### src/rtl/execution_operand_stage.sv
`timescale 1ns/1ps
// EX-stage operand resolution: EX/MEM and MEM/WB forwarding, operand-B immediate modes,
// and a one-entry valid/ready output slot with flush and a saturating forwarding counter.
module execution_operand_stage #(
    parameter int unsigned WIDTH  = 32,
    parameter int unsigned REG_AW = 5,
    parameter int unsigned CNT_W  = 16
) (
    input  logic              clk,
    input  logic              rst,
    input  logic              in_valid,
    output logic              in_ready,
    input  logic [REG_AW-1:0] rs_addr,
    input  logic [REG_AW-1:0] rt_addr,
    input  logic [WIDTH-1:0]  rs_data,
    input  logic [WIDTH-1:0]  rt_data,
    input  logic [15:0]       imm,
    input  logic [1:0]        src_b_sel,
    input  logic              exmem_regwrite,
    input  logic [REG_AW-1:0] exmem_rd,
    input  logic [WIDTH-1:0]  exmem_result,
    input  logic              memwb_regwrite,
    input  logic [REG_AW-1:0] memwb_rd,
    input  logic [WIDTH-1:0]  memwb_result,
    input  logic              flush,
    output logic              out_valid,
    input  logic              out_ready,
    output logic [WIDTH-1:0]  out_a,
    output logic [WIDTH-1:0]  out_b,
    output logic [WIDTH-1:0]  out_store,
    output logic [1:0]        out_fwd_a,
    output logic [1:0]        out_fwd_b,
    output logic [CNT_W-1:0]  fwd_count
);

    logic [WIDTH-1:0] fwd_rs;
    logic [WIDTH-1:0] fwd_rt;
    logic [WIDTH-1:0] op_b;
    logic [1:0]       code_rs;
    logic [1:0]       code_rt;
    logic             accept;
    logic [1:0]       cnt_inc;
    logic [CNT_W:0]   cnt_sum;

    logic             valid_q, valid_d;
    logic [WIDTH-1:0] a_q, a_d;
    logic [WIDTH-1:0] b_q, b_d;
    logic [WIDTH-1:0] store_q, store_d;
    logic [1:0]       fwd_a_q, fwd_a_d;
    logic [1:0]       fwd_b_q, fwd_b_d;
    logic [CNT_W-1:0] cnt_q, cnt_d;

    // EX/MEM is the younger producer, so it wins over MEM/WB; r0 never forwards.
    always_comb begin
        fwd_rs  = rs_data;
        code_rs = 2'd0;
        if (exmem_regwrite && (exmem_rd != '0) && (exmem_rd == rs_addr)) begin
            fwd_rs  = exmem_result;
            code_rs = 2'd1;
        end else if (memwb_regwrite && (memwb_rd != '0) && (memwb_rd == rs_addr)) begin
            fwd_rs  = memwb_result;
            code_rs = 2'd2;
        end
    end

    always_comb begin
        fwd_rt  = rt_data;
        code_rt = 2'd0;
        if (exmem_regwrite && (exmem_rd != '0) && (exmem_rd == rt_addr)) begin
            fwd_rt  = exmem_result;
            code_rt = 2'd1;
        end else if (memwb_regwrite && (memwb_rd != '0) && (memwb_rd == rt_addr)) begin
            fwd_rt  = memwb_result;
            code_rt = 2'd2;
        end
    end

    always_comb begin
        case (src_b_sel)
            2'd0:    op_b = fwd_rt;
            2'd1:    op_b = {{(WIDTH-16){imm[15]}}, imm};
            2'd2:    op_b = {{(WIDTH-16){1'b0}}, imm};
            default: op_b = {{(WIDTH-5){1'b0}}, imm[10:6]};
        endcase
    end

    assign in_ready = !valid_q || out_ready;
    assign accept   = in_valid && in_ready && !flush;

    // Operand B only counts as forwarded when rt actually feeds the ALU.
    always_comb begin
        cnt_inc = {1'b0, code_rs != 2'd0}
                + {1'b0, (src_b_sel == 2'd0) && (code_rt != 2'd0)};
        cnt_sum = {1'b0, cnt_q} + {{(CNT_W-1){1'b0}}, cnt_inc};
        cnt_d   = cnt_q;
        if (accept) begin
            cnt_d = cnt_sum[CNT_W] ? {CNT_W{1'b1}} : cnt_sum[CNT_W-1:0];
        end
    end

    always_comb begin
        valid_d = valid_q;
        a_d     = a_q;
        b_d     = b_q;
        store_d = store_q;
        fwd_a_d = fwd_a_q;
        fwd_b_d = fwd_b_q;
        if (flush) begin
            valid_d = 1'b0;
        end else if (accept) begin
            valid_d = 1'b1;
            a_d     = fwd_rs;
            b_d     = op_b;
            store_d = fwd_rt;
            fwd_a_d = code_rs;
            fwd_b_d = code_rt;
        end else if (valid_q && out_ready) begin
            valid_d = 1'b0;
        end
    end

    always_ff @(posedge clk) begin
        if (rst) begin
            valid_q <= 1'b0;
            a_q     <= '0;
            b_q     <= '0;
            store_q <= '0;
            fwd_a_q <= 2'd0;
            fwd_b_q <= 2'd0;
            cnt_q   <= '0;
        end else begin
            valid_q <= valid_d;
            a_q     <= a_d;
            b_q     <= b_d;
            store_q <= store_d;
            fwd_a_q <= fwd_a_d;
            fwd_b_q <= fwd_b_d;
            cnt_q   <= cnt_d;
        end
    end

    assign out_valid = valid_q;
    assign out_a     = a_q;
    assign out_b     = b_q;
    assign out_store = store_q;
    assign out_fwd_a = fwd_a_q;
    assign out_fwd_b = fwd_b_q;
    assign fwd_count = cnt_q;

endmodule

### config.mk
export PLATFORM = sky130hd
export DESIGN_NAME = execution_operand_stage
export DESIGN_NICKNAME = d
export VERILOG_FILES = /design/src/rtl/execution_operand_stage.sv
export SDC_FILE = /design/constraint.sdc
export NUM_CORES = 1
export LEC_CHECK = 0
export ABC_AREA = 0
export CAP_MARGIN = 20
export CORE_MARGIN = 1
export CORE_UTILIZATION = 40
export DETAILED_ROUTE_END_ITERATION = 8
export PLACE_DENSITY = 0.83
export SLEW_MARGIN = 15
export SYNTH_ARGS = -nofsm -noshare
export SYNTH_HDL_FRONTEND = slang
export SYNTH_SLANG_ARGS = --single-unit
### constraint.sdc
create_clock -name clk -period 4.05 [get_ports clk]
set_clock_uncertainty 0.1 [all_clocks]
set_input_delay 0.405 -clock clk [delete_from_list [all_inputs] [get_ports clk]]
set_output_delay 0.405 -clock clk [all_outputs]
set_load 0.01 [all_outputs]
# After elaboration in Yosys (flattened, before gate mapping)
# Cells that the tools add are included.
dict set report classes {
  n_addsub 2
  n_reduce_logical 21
  eq_ne 6
  n_bitwise 1
  mux 12
}
# operator count
set op_table {}
lappend op_table {{32-bit two-way mux} 4}
lappend op_table {{32-bit case mux with 3 select lines} 1}
lappend op_table {{5-bit equality test} 4}
lappend op_table {{16-bit by 2-bit adder with 17-bit output} 1}
lappend op_table {{16-bit two-way mux} 1}
lappend op_table {{1-bit logical AND} 10}
lappend op_table {{5-bit nonzero test} 2}
lappend op_table {{2-bit two-way mux} 4}
lappend op_table {{2-bit nonzero test} 3}
lappend op_table {{1-bit by 1-bit adder with 2-bit output} 1}
lappend op_table {{2-bit by 1-bit equality test with 1-bit output, second input constant} 1}
lappend op_table {{2-bit equality test, second input constant} 1}
lappend op_table {{1-bit logical NOT} 2}
lappend op_table {{2-bit logical NOT} 1}
lappend op_table {{1-bit two-way mux} 2}
lappend op_table {{2-bit AND reduction} 1}
lappend op_table {{2-bit OR reduction} 1}
lappend op_table {{1-bit logical OR} 1}
lappend op_table {{1-bit inverter} 1}
dict set report word_totals {
  register_bits 117
  input_bits 173
  wordCells 49
  output_inout_bits 118
}

# Longest topological paths before layout
dict set report logic_depth {
  depth_word 10
  mapped_depth 14
  depth_no_buf 12
}

# Worst setup path before layout
# OpenSTA, ideal clock, no wires.
dict set report synth_timing {
  path_type {in2reg}
  start {input exmem_rd[0]}
  end {register cnt_q[12], in the netlist fwd_count[12]}
  slack_ns 0.784
  t_required_ns 3.822
  setup_time_ns 0.128
  n_path_buf 1
  path_stages 13
  arrival_ns 3.038
  cell_sequence {xnor2_1 > nand3_1 > nor4_2 > clkbuf_1 > nor2_1 > fa_1 > inv_1 > ha_1 > and3_1 > nand4b_1 > nor3_1 > mux2i_1 > nor2_1}
}
dict set report synth_via {
  elab_chain_len 9
  elab_cells_between_ends 14
  cone_classes {2 x add/sub; 2 x eq/ne; 3 x mux; 7 x reduce/logical}
}
# item line_no
set synth_rtl {}
lappend synth_rtl {{start: declaration} 20} ;# input logic [REG_AW-1:0] exmem_rd,
lappend synth_rtl {{5-bit nonzero test} {57, 69}}
lappend synth_rtl {{1-bit logical AND} {57, 69}}
lappend synth_rtl {{1-bit logical AND} 69} ;# if (exmem_regwrite && (exmem_rd != '0) && (exmem_rd == rt_addr)) begin
lappend synth_rtl {{2-bit two-way mux} 69}
lappend synth_rtl {{2-bit nonzero test} 93} ;# + {1'b0, (src_b_sel == 2'd0) && (code_rt != 2'd0)};
lappend synth_rtl {{1-bit logical AND} 93}
lappend synth_rtl {{1-bit by 1-bit adder with 2-bit output *} 93}
lappend synth_rtl {{16-bit by 2-bit adder with 17-bit output *} 94} ;# cnt_sum = {1'b0, cnt_q} + {{(CNT_W-1){1'b0}}, cnt_inc};
lappend synth_rtl {{16-bit two-way mux *} 97} ;# cnt_d = cnt_sum[CNT_W] ? {CNT_W{1'b1}} : cnt_sum[CNT_W-1:0];
lappend synth_rtl {{end signal: assignment} 138} ;# cnt_q <= cnt_d;
lappend synth_rtl {{end: declaration} 51} ;# logic [CNT_W-1:0] cnt_q, cnt_d;
# Every way passes the cells marked *; elsewhere a longest branch is shown, timed or not.
# A chain may end at the register's enable or synchronous reset.

# Final worst setup path
dict set report layout_timing {
  start {input memwb_rd[4]}
  end {register cnt_q[10], in the netlist fwd_count[10]}
}
dict set report layout_via {
  elab_chain_len 10
  elab_cells_between_ends 16
  cone_classes {2 x add/sub; 2 x eq/ne; 5 x mux; 7 x reduce/logical}
}
# item line_no
set layout_rtl {}
lappend layout_rtl {{start: declaration} 23} ;# input logic [REG_AW-1:0] memwb_rd,
lappend layout_rtl {{5-bit nonzero test} {60, 72}}
lappend layout_rtl {{1-bit logical AND} {60, 72}}
lappend layout_rtl {{1-bit logical AND} 72} ;# end else if (memwb_regwrite && (memwb_rd != '0) && (memwb_rd == rt_addr)) begin
lappend layout_rtl {{2-bit two-way mux} 72}
lappend layout_rtl {{2-bit two-way mux} 69}
lappend layout_rtl {{2-bit nonzero test} 93}
lappend layout_rtl {{1-bit logical AND} 93}
lappend layout_rtl {{1-bit by 1-bit adder with 2-bit output *} 93}
lappend layout_rtl {{16-bit by 2-bit adder with 17-bit output *} 94}
lappend layout_rtl {{16-bit two-way mux *} 97}
# Marked as above.

==> results by group <==
Worst setup path
  – Arr. time, crit path: 3.58 ns
  – Required @ worst endpoint: 4.23 ns
  – Critical path capture point type: flop
  – Crit path kind: input port to flop
  – Startpoint Class: input port
  – Crit-path max FO: 9

Route
  – Number of routed nets with antenna violations: 0
  – Via density: 6.16
  – Initial drt markers: 1,075
  – Number of detailed-route iterations in the first pass: 5
  – Routed WL: 28,300 um
  – Routed wire per std cell: 22.0 um
  – # DRC: 0
  – DR vias: 7,916

Global routing
  – Largest net degree at the start of global routing: 104
  – GRT Resource Usage Total: 0.321
  – Initial antenna violation count: 0
  – Global-route wire length before repair: 42,700 um
  – Vias in the first global route: 7,373
  – Grt total ovfl: 0

Clock network
  – CTS Buffer Depth: 2
  – Post-CTS Resized: 0
  – CTS H-tree lvls: 4
  – Clock sinks: 117
  – Hold_buf cts: 0
  – CTS buffer count: 17
  – Post-CTS Setup Bufs: 0
  – Root buf cell: clkbuf_16
  – Worst-skew pair later-pin latency: 0.42 ns
  – TritonCTS clock tree: yes
  – Clk slew on worst S/H paths: 0.06 ns

Final layout
  – Register area: 2340 sq um
  – Area of the multi-input gates: 3960 sq um
  – Layout area overhead: 54.8%
  – # fillers: 1,390
  – Final nets: 1,231
  – Final Non-Filler Cells: 1,286
  – Layout cell share with drive strength beyond 1: 0.0739

Synth
  – Top post-synthesis cells by area: dfxtp_1, nand3b_1, o21ai_0
  – Syn_area_per_cell: 8.28 sq um
  – Register area share after synthesis: 0.349
  – Area of the mapped netlist: 6710 sq um
  – Cell variety after synth: 50
  – Asr flop ratio synth: 0
  – Post-synthesis instance total: 810
  – Yosys warns: 0
  – Cell accounting for the most synthesized area: dfxtp_1
  – Synth Flop Type: dfxtp_1
  – Post-synthesis sequential element count: 117
  – Area share of the largest cell type after synthesis: 0.349
  – Post-synth EDFFs: 0
  – Syn_nets: 985

Die
  – Die X: 132 um
  – Vert. Die Dim: 132 um
  – Die ar.: 17,300 sq um
  – Initial core utilization: 0.416
  – Core footprint: 16,100 sq um
  – I/O pin total: 291
  – Core Rows: 46

STA
  – Final setup vio count: 0
  – Max Fclk: 294 MHz
  – Period Utilization, post-route: 0.840
  – RSZ-0062 raised after global routing: false
  – Final Hold Fails: 0
  – Sum of negative setup slack: 0 ns
  – Hold slack: 0.352 ns
  – Worst slew margin: 0.341
  – Tmin final: 3.40 ns
  – Worst slew pin tran: 0.984 ns
  – Slew Limit Fails: 0

Placed design
  – Placed Cells: 1,253
  – Port Buf Inserts: 290
  – Hpwl dp: 20,200 um
  – GPL Wtd Cong: 0.908

Power
  – Pwr per Cell Area: 350 nW/um^2
  – Worst IR Drop VDD: 333 uV
  – Leak: 3.69 nW

Run status
  – Status: complete, no violations

Job
  – Max cap viols: 0

Worst hold path
  – Worst Hold Class: flop to flop
-- cell usage after synthesis (all sizes together) (3+ instances only) --
cell type  instances
dfxtp            117
o21ai            108
clkbuf            65
nand3b            65
a221oi            59
and3              59
nand2             43
a21oi             39
nor2              24
nor3              21
a211oi            20
buf               20
o311ai            20
inv               19
xnor2             15
xor2              15
a21o              12
a31oi             11
and4              11
nand3             11
a22oi              6
o31ai              6
o32ai              6
mux2               5
nand2b             5
nand4              3
nor4               3
o2111ai            3
or4                3
-- kinds of logic after synthesis --
kind of cell,Yosys count,synth area share
compound gates,295,0.303
xor+xnor,30,0.0392
fa+ha+maj,2,0.00485
buf+inv,104,0.0662
flops,117,0.349
mux,7,0.0114
simple gates,255,0.226
-- power by group --
| group | internal (W) | total (W) | switching (W) |
|---|---|---|---|
| registers | 0.00121 | 0.00124 | 0.0000305 |
| logic | 0.000356 | 0.000701 | 0.000345 |
| clock network | 0.00115 | 0.00169 | 0.000544 |
-- path summary, 6_finish.rpt --
kind | from | endpoint | slack (ns) | cells past startpoint
setup / recovery | memwb_rd[4] | fwd_count[10]$_SDFFE_PP0P_ | 0.65 | 13
hold / removal | out_store[1]$_SDFFE_PP0P_ | out_store[1]$_SDFFE_PP0P_ | 0.35 | 2
setup reg to reg | fwd_count[0]$_SDFFE_PP0P_ | fwd_count[12]$_SDFFE_PP0P_ | 1.45 | 9
hold reg to reg | out_store[1]$_SDFFE_PP0P_ | out_store[1]$_SDFFE_PP0P_ | 0.35 | 2
-- cell type report --
type / instances / share of cell area
antenna: 1 / 0.000241
sequential: 117 / 0.226
tap: 216 / 0.0260
timing repair buffer: 312 / 0.298
multi-input combinational: 589 / 0.381
clock inverter: 10 / 0.0195
clock buffer: 22 / 0.0428
inverter: 19 / 0.00687
-- per-layer routing --
metal,wire (um),vias up,share of wire,track usage
met5,0,-,0,0
met4,1080,0,0.038,0.136
met3,3350,75,0.12,0.111
met2,12500,540,0.44,0.483
met1,11400,3713,0.40,0.415
li1,-,3588,-,-
-- flip-flops by register name (all words and copies together), names as in the netlist --
register   cells
out_store     32
out_a         32
out_b         32
fwd_count     16
out_fwd_a      2
out_valid      1
out_fwd_b      2
-- critical path: stages --
cell	delay, ns
clkdlybuf4s50_1	0.47
or4_1	0.54
o21a_2	0.30
and3_1	0.20
o21ai_0	0.22
fa_1	0.35
inv_1	0.07
ha_1	0.19
and3_1	0.23
nand4b_1	0.26
nor2_1	0.10
xnor2_1	0.16
a21oi_1	0.09
-- through the flow --
step	cell area, sq um	util	total power, W	setup slack [ns]
floorplan	6710	-	0.00154	0.784
global placement	9740	0.604	0.00194	0.299
detailed placement	9740	0.604	0.00194	0.224
CTS	10400	0.644	0.00363	0.654
global route	10400	0.644	0.00374	0.420
finish	10400	0.644	0.00363	0.647
-- placed cells by master (no fill, tap or decap), drive strengths merged, types with 11 or more instances in the layout --
| cell type | n |
|---|---|
| xor2 | 15 |
| clkdlybuf4s50 | 289 |
| o21ai | 108 |
| nand3b | 65 |
| o311ai | 20 |
| inv | 19 |
| xnor2 | 15 |
| buf | 23 |
| nand3 | 11 |
| nor2 | 24 |
| nor3 | 21 |
| a31oi | 11 |
| and4 | 11 |
| a211oi | 20 |
| and3 | 59 |
| a21o | 12 |
| a221oi | 59 |
| dfxtp | 117 |
| clkbuf | 22 |
| a21oi | 39 |
| nand2 | 43 |
No activity file was read; power rests on OpenSTA's default activity.
